<file path="src/rtl/upscaler_pkg.sv">
// Shared types for the upscaler stream blocks: pixel width, pixel type and
// the frame-tracking states used by the source selector.
package upscaler_pkg;

    localparam int PIX_W = 24;

    typedef logic [PIX_W-1:0] pix_t;

    typedef enum logic [1:0] {
        BOUNDARY,
        IN_FRAME,
        DRAIN
    } mux_state_e;

endpackage

</file>
<file path="src/rtl/stream_reg_slice.sv">
// Single-stage valid/ready pipeline register. Accepts a new beat whenever the
// stage is empty or being drained, so it sustains one beat per cycle.
module stream_reg_slice #(
    parameter int W = 25
) (
    input  logic         clk,
    input  logic         rst_n,
    input  logic         in_valid,
    input  logic [W-1:0] in_data,
    output logic         in_ready,
    output logic         out_valid,
    output logic [W-1:0] out_data,
    input  logic         out_ready
);

    logic         valid_reg;
    logic [W-1:0] data_reg;

    assign in_ready  = !valid_reg || out_ready;
    assign out_valid = valid_reg;
    assign out_data  = data_reg;

    // Payload only moves on an accepted beat; it is held while stalled or idle.
    always_ff @(posedge clk or negedge rst_n) begin
        if (!rst_n) begin
            valid_reg <= 1'b0;
            data_reg  <= '0;
        end else if (in_valid && in_ready) begin
            valid_reg <= 1'b1;
            data_reg  <= in_data;
        end else if (out_ready) begin
            valid_reg <= 1'b0;
        end
    end

endmodule

</file>
<file path="src/rtl/pixel_stream_mux.sv">
// N-input pixel stream selector. Source switches are deferred to frame
// boundaries so an output frame never mixes pixels from two sources.
module pixel_stream_mux
    import upscaler_pkg::*;
#(
    parameter int  DATA_W = PIX_W,
    parameter int  NUM_IN = 4,
    localparam int SEL_W  = $clog2(NUM_IN)
) (
    input  logic                     clk,
    input  logic                     rst_n,
    input  logic [SEL_W-1:0]         sel_req,
    input  logic                     sel_req_valid,
    input  logic [NUM_IN-1:0]        in_valid,
    input  logic [NUM_IN*DATA_W-1:0] in_data,
    input  logic [NUM_IN-1:0]        in_last,
    output logic [NUM_IN-1:0]        in_ready,
    output logic                     out_valid,
    output logic [DATA_W-1:0]        out_data,
    output logic                     out_last,
    input  logic                     out_ready,
    output logic [SEL_W-1:0]         active_sel,
    output logic                     switch_pending,
    output logic                     sel_err
);

    mux_state_e       state_reg;
    logic [SEL_W-1:0] active_sel_reg;
    logic [SEL_W-1:0] pending_sel_reg;
    logic             switch_pending_reg;
    logic             sel_err_reg;

    logic [DATA_W-1:0] ch_data [NUM_IN];
    logic              cur_valid;
    logic              cur_last;
    logic [DATA_W-1:0] cur_data;
    logic              slice_ready;
    logic [DATA_W:0]   slice_q;
    logic              accept;
    logic              sel_in_range;
    logic              req_legal;
    logic              req_is_active;

    genvar gi;
    generate
        for (gi = 0; gi < NUM_IN; gi++) begin : g_ch
            assign ch_data[gi]  = in_data[gi*DATA_W +: DATA_W];
            assign in_ready[gi] = slice_ready && (active_sel_reg == SEL_W'(gi));
        end

        // With a power-of-two channel count every encodable index is valid.
        if ((1 << SEL_W) == NUM_IN) begin : g_range_full
            assign sel_in_range = 1'b1;
        end else begin : g_range_cmp
            assign sel_in_range = (sel_req < SEL_W'(NUM_IN));
        end
    endgenerate

    assign cur_valid     = in_valid[active_sel_reg];
    assign cur_last      = in_last[active_sel_reg];
    assign cur_data      = ch_data[active_sel_reg];
    assign accept        = cur_valid && slice_ready;
    assign req_legal     = sel_req_valid && sel_in_range;
    assign req_is_active = (sel_req == active_sel_reg);

    stream_reg_slice #(
        .W (DATA_W + 1)
    ) u_slice (
        .clk       (clk),
        .rst_n     (rst_n),
        .in_valid  (cur_valid),
        .in_data   ({cur_last, cur_data}),
        .in_ready  (slice_ready),
        .out_valid (out_valid),
        .out_data  (slice_q),
        .out_ready (out_ready)
    );

    assign out_last       = slice_q[DATA_W];
    assign out_data       = slice_q[DATA_W-1:0];
    assign active_sel     = active_sel_reg;
    assign switch_pending = switch_pending_reg;
    assign sel_err        = sel_err_reg;

    always_ff @(posedge clk or negedge rst_n) begin
        if (!rst_n) begin
            state_reg          <= BOUNDARY;
            active_sel_reg     <= '0;
            pending_sel_reg    <= '0;
            switch_pending_reg <= 1'b0;
            sel_err_reg        <= 1'b0;
        end else begin
            sel_err_reg <= sel_req_valid && !sel_in_range;

            case (state_reg)
                BOUNDARY: begin
                    // A frame opening this cycle belongs to the old source, so a
                    // simultaneous request to a different source must wait.
                    if (accept && !cur_last) begin
                        if (req_legal && !req_is_active) begin
                            state_reg          <= DRAIN;
                            pending_sel_reg    <= sel_req;
                            switch_pending_reg <= 1'b1;
                        end else begin
                            state_reg <= IN_FRAME;
                        end
                    end else if (req_legal) begin
                        active_sel_reg <= sel_req;
                    end
                end

                IN_FRAME: begin
                    if (accept && cur_last) begin
                        state_reg <= BOUNDARY;
                        if (req_legal) begin
                            active_sel_reg <= sel_req;
                        end
                    end else if (req_legal && !req_is_active) begin
                        state_reg          <= DRAIN;
                        pending_sel_reg    <= sel_req;
                        switch_pending_reg <= 1'b1;
                    end
                end

                DRAIN: begin
                    if (accept && cur_last) begin
                        state_reg          <= BOUNDARY;
                        switch_pending_reg <= 1'b0;
                        active_sel_reg     <= req_legal ? sel_req : pending_sel_reg;
                    end else if (req_legal) begin
                        if (req_is_active) begin
                            state_reg          <= IN_FRAME;
                            switch_pending_reg <= 1'b0;
                        end else begin
                            pending_sel_reg <= sel_req;
                        end
                    end
                end

                default: begin
                    state_reg          <= BOUNDARY;
                    switch_pending_reg <= 1'b0;
                end
            endcase
        end
    end

endmodule

</file>
<file path="config.mk">
export PLATFORM = sky130hd
export DESIGN_NAME = pixel_stream_mux
export DESIGN_NICKNAME = d
export VERILOG_FILES = /design/src/rtl/upscaler_pkg.sv /design/src/rtl/stream_reg_slice.sv /design/src/rtl/pixel_stream_mux.sv
export SDC_FILE = /design/constraint.sdc
export NUM_CORES = 1
export LEC_CHECK = 0
export BUFFER_PORTS_ARGS = -buffer_cell sky130_fd_sc_hd__buf_2
export CORE_AREA = 8 8 81 83
export CTS_BUF_LIST = sky130_fd_sc_hd__clkbuf_4 sky130_fd_sc_hd__clkbuf_8 sky130_fd_sc_hd__clkbuf_16
export CTS_CLUSTER_SIZE = 24
export DETAILED_ROUTE_END_ITERATION = 8
export DIE_AREA = 0 0 89 91
export GPL_ROUTABILITY_DRIVEN = 0
export PLACE_DENSITY = 0.87
export SLEW_MARGIN = 20
export SYNTH_ARGS = -nofsm -noshare
export SYNTH_HDL_FRONTEND = slang
export SYNTH_SLANG_ARGS = --single-unit
</file>
<file path="constraint.sdc">
create_clock -name clk -period 2.4 [get_ports clk]
set_input_delay 0.6 -clock clk [delete_from_list [all_inputs] [get_ports clk]]
set_output_delay 0.6 -clock clk [all_outputs]
set_load 0.03 [all_outputs]
</file>
==> flow_metrics.tcl, run 1 <==
set metrics [dict create \
    status "complete, no violations" \
    cts_setup_buffers 0 \
    synth.distinct_cells 37 \
    period_share 0.9097 \
    cts_buffers 5 \
    yosys.area_share.simple 0.07824 \
    ys.flop_type "dfrtp_1" \
    die-area_um2 8099 \
    clockBufferDepth 2 \
    final.setup_skew_ns 0.004405 \
    crit_path_start_kind "flop" \
    grt_pass1_wl_um 10230 \
    required_ns 1.80 \
    synth_top_area_frac 0.3882 \
    p_leak_nw 1.452 \
    diodes 0 \
    grt_usage 0.1594 \
    post-route-util 0.5638 \
    hold_class "input port to asynchronous set/reset pin" \
    yosysMostFrequentCell "dfrtp_1" \
    muxShareOfSynthArea 0.4276 \
    die_x_um 89 \
    clkLatencyLatePin_ns 0.27 \
    largest_reg_flops 25 \
    timing.rr.start "active_sel[0]" \
    drt-initial-drc-count 42 \
    synth_edf_count 0 \
    slew_viol_final 0 \
    avgSynthCellArea_um2 14.28 \
    firstDrtPassIters 4 \
    worstMarginPinSlew_ns 0.7285 \
    powerDensity_nw_per_um2 1327 \
    htreeDepth 2 \
    period_minus_slack_ns 2.183 \
    path_max_fanout 25 \
    synth_top_family_by_area "multiplexers" \
    dp_cells 359 \
    grt_start_max_net_pins 34 \
    path_delay_family "buffers and inverters" \
    cp_cell_sequence "buf_4 > buf_2" \
    clkTransAtPathRegs_ns 0.07 \
    dp_hpwl_um 5544 \
    tritoncts "done" \
    critPathLaunch "active_sel[0]" \
    nets 404 \
    cts_root_buf "clkbuf_8" \
    pin_count 144 \
    drcViolationCount 0 \
    tns_ns 0 \
    rsz0062_at_grt "no" \
    hold_violations 0 \
    critPathMaxStageDelay_ns 0.55 \
    post-place-ws_ns 0.3058 \
    synth_area_um2 2127 \
    multiInputGateArea_um2 1235 \
    synth-seq-cells 33 \
    critPathBufInv 2 \
    grt_pass1_vias 2154 \
    synth_largest_area_cell "dfrtp_1" \
    cp.arrival_ns 1.58 \
    hold_buffers 0 \
    drive_gt1_frac 0.6475 \
    fmax_mhz 458.0 \
    initial_utilization 0.3985 \
    setup_viol_count_final 0 \
    maxSlewHeadroom 0.5143 \
    wl_um 6519 \
    gr-total-overflow 0 \
    path_class "flop to output port" \
    coreArea_um2 5338 \
    ir_drop_mv 0.9055 \
    netlist_top_cells_area "dfrtp_1 (39%), mux4_2 (25%), mux2_1 (14%)" \
    syn_to_final_growth_pct 41.47 \
    crit_slowest_cell "dfrtp_2" \
    final_cells 367 \
    via_per_inst 5.112 \
    synthTopCellsByCount "dfrtp_1 (33), mux2_1 (26), mux4_2 (24)" \
    synth-compound-area-share 0.06235 \
    yosys_warnings 0 \
    clock-sinks 33 \
    ys_seq_area_frac 0.3882 \
    ant_nets 0 \
    cts.repair.resized 0 \
    wl_per_cell_um 17.76 \
    dr_total_vias 1876 \
    synth-async-reset-ratio 1.000 \
    syn-num-nets 259 \
    syn_inst 149 \
    endpoint_kind "output port" \
    grt_antenna_before_repair 0 \
    io_buffers 142 \
    synth_xor_area_frac 0.008235 \
    fin_ws_ns 0.2166 \
    row_count 27 \
    drv_cap 0 \
    die_h_um 91 \
    synthAdderAreaFrac 0 \
    filler_cell_count 495 \
    seq_area_um2 827.0 \
]
==> report_power, final <==
group          leakage (nW)  switching (W)  total [W]  internal (W)
logic                  1.02        0.00144    0.00255       0.00112
clock network        0.0484       0.000187   0.000398      0.000212
registers             0.388       0.000190    0.00104      0.000854
total                  1.45        0.00181    0.00399       0.00218
==> metrics by stage <==
step | cell area, µm² | hold slack [ns] | power [W]
2_1_floorplan | 2132 | 0.3044 | 0.002956
3_3_place_gp | 2923 | 0.4580 | 0.003551
3_5_place_dp | 2923 | 0.4607 | 0.003658
4_1_cts | 3009 | 0.3995 | 0.004068
5_1_grt | 3009 | 0.4435 | 0.004266
6_report | 3009 | 0.3822 | 0.003994
==> final timing paths <==
path                                   endpoint  slack (ns)  cells after the start
min in group clk                 switch_pending        0.47                      1
hold / removal              u_slice.out_data[0]        0.38                      1
hold reg to reg                  switch_pending        0.47                      1
setup reg to reg           u_slice.out_data[21]        0.38                      3
max in group asynchronous         active_sel[0]        1.52                      1
setup / recovery                  active_sel[0]        0.22                      2
==> per-layer routing <==
layer	routed length, µm	GRT usage
met1	2180	0.1524
met2	3583	0.3080
met3	706	0.06306
met4	48	0.02635
met5	0	0
==> cell usage in the layout, fill, tap and decap left out, types with 3 or more instances in the layout <==
cell type,n
clkbuf_8,5
nand2_1,4
and3_1,4
buf_2,142
mux2_1,26
dfrtp_1,32
mux4_2,24
mux2i_1,5
nor2_1,3
nand2b_1,4
buf_4,7
==> final cells by class <==
type / instances / share of cell area
flip-flops and latches: 33 / 0.2748
clock inverters: 2 / 0.003326
inverters: 2 / 0.002495
clock buffers: 6 / 0.02536
well taps: 72 / 0.02994
multi-input cells: 103 / 0.4104
repair buffers: 149 / 0.2536
==> kinds of logic after synthesis <==
kind of cell,count (synthesis)
xor gates and xnor gates,2
DFF,33
buffers and inverters,13
muxes,57
other,1
AOI/OAI and AO/OA,15
and+or+nand+nor,28
(Power assumes the default switching activity.)
==> run 2: changes to the inputs <==
--- a/config.mk
+++ b/config.mk
@@ -6,13 +6,13 @@
 export NUM_CORES = 1
 export LEC_CHECK = 0
 export BUFFER_PORTS_ARGS = -buffer_cell sky130_fd_sc_hd__buf_2
-export CORE_AREA = 8 8 81 83
-export CTS_BUF_LIST = sky130_fd_sc_hd__clkbuf_4 sky130_fd_sc_hd__clkbuf_8 sky130_fd_sc_hd__clkbuf_16
+export CORE_AREA = 8 8 80 82
+export CTS_BUF_LIST = sky130_fd_sc_hd__clkbuf_4 sky130_fd_sc_hd__clkbuf_8
 export CTS_CLUSTER_SIZE = 24
 export DETAILED_ROUTE_END_ITERATION = 8
-export DIE_AREA = 0 0 89 91
+export DIE_AREA = 0 0 88 90
 export GPL_ROUTABILITY_DRIVEN = 0
-export PLACE_DENSITY = 0.87
+export PLACE_DENSITY = 0.89
 export SLEW_MARGIN = 20
 export SYNTH_ARGS = -nofsm -noshare
 export SYNTH_HDL_FRONTEND = slang
==> run 2 against run 1 <==
Fmax rose by 4.1%; clock skew rose by 0.0016 ns; sequential cell count did not move; critical path depth rose by 3; non-clock buffer count rose by 3; final cell count rose by 0.82%; register-to-register slack got worse by 0.08 ns; largest cell class unchanged; design area rose by 1.9%.
==> flow_metrics.tcl, run 2 (synthesis gave the netlist of run 1 again) <==
set metrics [dict create \
    dr_total_vias 1887 \
    dp_hpwl_um 5506 \
    setup_viol_count_final 0 \
    powerDensity_nw_per_um2 1368 \
    via_per_inst 5.100 \
    row_count 27 \
    p_leak_nw 1.480 \
    cp.arrival_ns 2.26 \
    wl_per_cell_um 17.76 \
    fmax_mhz 476.9 \
    diodes 0 \
    period_minus_slack_ns 2.097 \
    path_delay_family "flip-flops" \
    grt_antenna_before_repair 0 \
    place_area_um2 2945 \
    post-route-util 0.5854 \
    cts_buffers 5 \
    ir_drop_mv 0.7391 \
    slew_viol_final 0 \
    worstMarginPinSlew_ns 0.7580 \
    htreeDepth 2 \
    crit_path_start_kind "flop" \
    grt_pass1_vias 2101 \
    drive_gt1_frac 0.6510 \
    grt_start_max_net_pins 34 \
    die_x_um 88 \
    final_common_cell "buf_2" \
    fin_ws_ns 0.3030 \
    endpoint_kind "flop" \
    layout_common_cells "buf_2 (142), dfrtp_1 (32), mux2_1 (26)" \
    period_share 0.8737 \
    gr-total-overflow 0 \
    drt-initial-drc-count 59 \
    drcViolationCount 0 \
    post-route-cell-area_um2 3065 \
    drv_cap 0 \
    firstDrtPassIters 4 \
    grt_pass1_wl_um 10270 \
    nets 407 \
    status "complete, no violations" \
    hold_violations 0 \
    syn_to_final_growth_pct 44.12 \
    tritoncts "done" \
    path_max_fanout 17 \
    cts_root_buf "clkbuf_8" \
    path_class "flop to flop" \
    pin_count 144 \
    grt_usage 0.1650 \
    clockBufferDepth 2 \
    largest_reg_flops 25 \
    clock-sinks 33 \
    critPathMaxStageDelay_ns 0.61 \
    io_buffers 142 \
    crit_slowest_cell "dfrtp_2" \
    critPathBufInv 0 \
    hold_class "input port to asynchronous set/reset pin" \
    maxSlewHeadroom 0.4947 \
    hold_buffers 0 \
    cts.repair.resized 0 \
    final.setup_skew_ns 0.006025 \
    rsz0062_at_grt "no" \
    post-place-ws_ns 0.3086 \
    cp_cell_sequence "mux2i_1 > or3_4 > and3_1 > a2111oi_4 > mux2_1" \
    initial_utilization 0.4062 \
    wl_um 6572 \
    cts_setup_buffers 0 \
    clkLatencyLatePin_ns 0.28 \
    clkTransAtPathRegs_ns 0.07 \
    coreArea_um2 5236 \
    tns_ns 0 \
    required_ns 2.56 \
    die-area_um2 7920 \
    ant_nets 0 \
    die_h_um 90 \
]
==> run 2: changes by cell type in the layout (fill, tap and decap cells not counted), sizes merged <==
cell and delta:
clkbuf +1, clkinv -2, bufinv +1, buf +3
==> run 2: path summary, 6_finish.rpt <==
kind,start,end,slack (ns),depth (start not counted)
max,active_sel[0],pending_sel_reg[0],0.30,5
max reg2reg,active_sel[0],pending_sel_reg[0],0.30,5
min in group clk,switch_pending,switch_pending,0.48,1
min,rst_n,u_slice.out_data[9],0.39,1
max in group asynchronous,rst_n,active_sel[0],1.48,1
min reg2reg,switch_pending,switch_pending,0.48,1
==> run 2: where the power goes <==
group / leakage (nW) / switching (W) / internal [W]
Clock: 0.0619 / 0.000200 / 0.000350
Sequential: 0.388 / 0.000212 / 0.000853
Combinational: 1.03 / 0.00143 / 0.00115
==> run 2: layer usage <==
layer | routed length [µm] | up-vias | global-route usage
met4 | 74 | 0 | 0.05165
li1 | - | 879 | -
met5 | 0 | - | 0
met2 | 3579 | 75 | 0.3013
met3 | 578 | 7 | 0.04641
met1 | 2339 | 926 | 0.1738
==> run 2: cell type report <==
cell class                      instances  area [µm²]
Multi-Input combinational cell        103        1235
Tap cell                               72       90.09
Sequential cell                        33       827.0
Clock buffer                            7       90.09
Inverter                                2       7.507
Clock inverter                          1       30.03
Timing Repair Buffer                  152       785.8
Fill cell                             453        2171
==> run 2: metrics by stage <==
stage	power [W]	std cells	hold WS (ns)
finish	0.004194	370	0.3870
global route	0.004461	370	0.4460
CTS	0.004250	370	0.4011
detailed placement	0.003692	362	0.4686
global placement	0.003601	362	0.4593
floorplan	0.002956	149	0.3044
==> run 3: changes to the inputs <==
--- a/config.mk
+++ b/config.mk
@@ -13,7 +13,9 @@
 export DIE_AREA = 0 0 88 90
 export GPL_ROUTABILITY_DRIVEN = 0
 export PLACE_DENSITY = 0.89
+export REMOVE_ABC_BUFFERS = 1
 export SLEW_MARGIN = 20
 export SYNTH_ARGS = -nofsm -noshare
 export SYNTH_HDL_FRONTEND = slang
 export SYNTH_SLANG_ARGS = --single-unit
+export TNS_END_PERCENT = 5
==> run 3 against run 2 <==
Sequential share of layout area is 0.62 points higher; non-clock buffer count is 4 lower; routed wire length is 0.12% higher; clock-buffer cell count is 1 lower; design area is 2.2% lower; critical endpoint is now active_sel[0]; highest routed layer unchanged; critical path depth is 3 lower; critical path type is now flop to output port; global-route usage is 0.29 points higher; worst setup slack better by 0.0075 ns; clock power is 25% lower; final cell count is 1.1% lower; sequential power hardly changed; clock skew is 0.0010 ns lower.
==> flow_metrics.tcl, run 3 (synthesis gave the netlist of run 1 again) <==
set metrics [dict create \
    dr_total_vias 1870 \
    hold_violations 0 \
    worstMarginPinSlew_ns 0.7535 \
    die-area_um2 7920 \
    cts_buffers 5 \
    seq_area_um2 827.0 \
    cp.arrival_ns 1.49 \
    cp_cell_sequence "buf_4 > buf_2" \
    hold_buffers 0 \
    path_class "flop to output port" \
    timing.rr.start "active_sel[0]" \
    power_frac_seq 0.264 \
    clkLatencyLatePin_ns 0.28 \
    power.share.combinational 0.634 \
    rr_worst_depth 5 \
    setup_viol_count_final 0 \
    internal_power_w 0.002177 \
    grt_pass1_vias 2149 \
    final.setup_skew_ns 0.004993 \
    diodes 0 \
    crit_slowest_cell "dfrtp_2" \
    die_x_um 88 \
    power.share.clock 0.103 \
    dp_cells 358 \
    final_cells 366 \
    grt_antenna_before_repair 0 \
    dp_hpwl_um 5482 \
    coreArea_um2 5236 \
    drcViolationCount 0 \
    ir_drop_mv 0.7611 \
    rsz0062_at_grt "no" \
    drive_gt1_frac 0.6429 \
    die_h_um 90 \
    critPathLaunch "active_sel[0]" \
    r2r_slack_ns 0.34 \
    grt_start_max_net_pins 34 \
    layout_common_cells "buf_2 (142), dfrtp_1 (32), mux2_1 (26)" \
    ant_nets 0 \
    row_count 27 \
    final_common_cell "buf_2" \
    required_ns 1.80 \
    fmax_mhz 478.6 \
    period_minus_slack_ns 2.089 \
    path_max_fanout 15 \
    htreeDepth 2 \
    post-place-ws_ns 0.2468 \
    grt_usage 0.1679 \
    multiInputGateArea_um2 1230 \
    slew_viol_final 0 \
    powerDensity_nw_per_um2 1333 \
    hold_class "input port to asynchronous set/reset pin" \
    wl_per_cell_um 17.98 \
    filler_cell_count 436 \
    grt_pass1_wl_um 10320 \
    via_per_inst 5.109 \
    drt-initial-drc-count 37 \
    crit_path_start_kind "flop" \
    clockBufferDepth 2 \
    maxSlewHeadroom 0.4977 \
    gr-total-overflow 0 \
    period_share 0.8706 \
    syn_to_final_growth_pct 40.88 \
    cts_root_buf "clkbuf_8" \
    pin_count 144 \
    r2r-end "pending_sel_reg[0]" \
    cts.repair.resized 0 \
    io_buffers 142 \
    initial_utilization 0.4062 \
    cts_setup_buffers 0 \
    fin_ws_ns 0.3105 \
    clkTransAtPathRegs_ns 0.07 \
    status "complete, no violations" \
    p_switching_w 0.001817 \
    swShare 0.4550 \
    tritoncts "done" \
    firstDrtPassIters 4 \
    critPathMaxStageDelay_ns 0.58 \
    wl_um 6580 \
    endpoint_kind "output port" \
    path_delay_family "buffers and inverters" \
    largest_reg_flops 25 \
    clock-sinks 33 \
    p_leak_nw 1.446 \
    critPathBufInv 2 \
    nets 403 \
    drv_cap 0 \
]
==> run 3: changes by cell type in the layout (fill, tap and decap cells not counted) <==
| cell | before | now |
|---|---|---|
| clkinv_2 | 0 | 2 |
| buf_4 | 10 | 6 |
| nor3_1 | 2 | 3 |
| nor3_2 | 2 | 1 |
| bufinv_16 | 1 | 0 |
| clkbuf_8 | 6 | 5 |
==> run 3: per-layer routing <==
metal | vias up | track usage | wire (µm)
met5 | - | 0 | 0
met4 | 0 | 0.06026 | 116
met3 | 10 | 0.05369 | 561
met2 | 91 | 0.3057 | 3573
met1 | 899 | 0.1706 | 2327
li1 | 870 | - | -
==> run 3: how the worst max path moves through the flow <==
stage,to,slack [ns],depth (start not counted)
after detailed placement,pending_sel_reg[0],0.25,6
final,active_sel[0],0.31,2
after global routing,active_sel[0],0.17,2
after CTS,active_sel[0],0.26,2
after global placement,pending_sel_reg[1],0.33,6
after floorplan,pending_sel_reg[0],-0.69,5
==> run 3: cell type report <==
class,instances,area share
clock buffers,6,0.02547
clock inverters,2,0.003340
inverters,2,0.002505
multi-input cells,103,0.4104
flip-flops and latches,33,0.2760
well taps,72,0.03006
repair buffers,148,0.2522
==> run 3: per-stage QoR <==
step / instance area, µm² / hold WS (ns) / TNS (ns) / total power [W] / util
2_1_floorplan: 2063 / 0.3044 / -19.88 / 0.002884 / -
3_3_place_gp: 2910 / 0.4582 / 0 / 0.003548 / 0.5558
3_5_place_dp: 2910 / 0.4636 / 0 / 0.003639 / 0.5558
4_1_cts: 2997 / 0.4072 / 0 / 0.004069 / 0.5723
5_1_grt: 2997 / 0.4363 / 0 / 0.004277 / 0.5723
6_report: 2997 / 0.3915 / 0 / 0.003994 / 0.5723
==> run 3: power by group through the flow <==
stage | clock [W] | sequential (W) | combinational (W)
after global routing | 0.000462 | 0.00110 | 0.00271
after CTS | 0.000434 | 0.00105 | 0.00258
after floorplan | 0 | 0.00169 | 0.00120
final | 0.000411 | 0.00105 | 0.00253
after detailed placement | 0 | 0.00106 | 0.00258
after global placement | 0 | 0.00104 | 0.00250
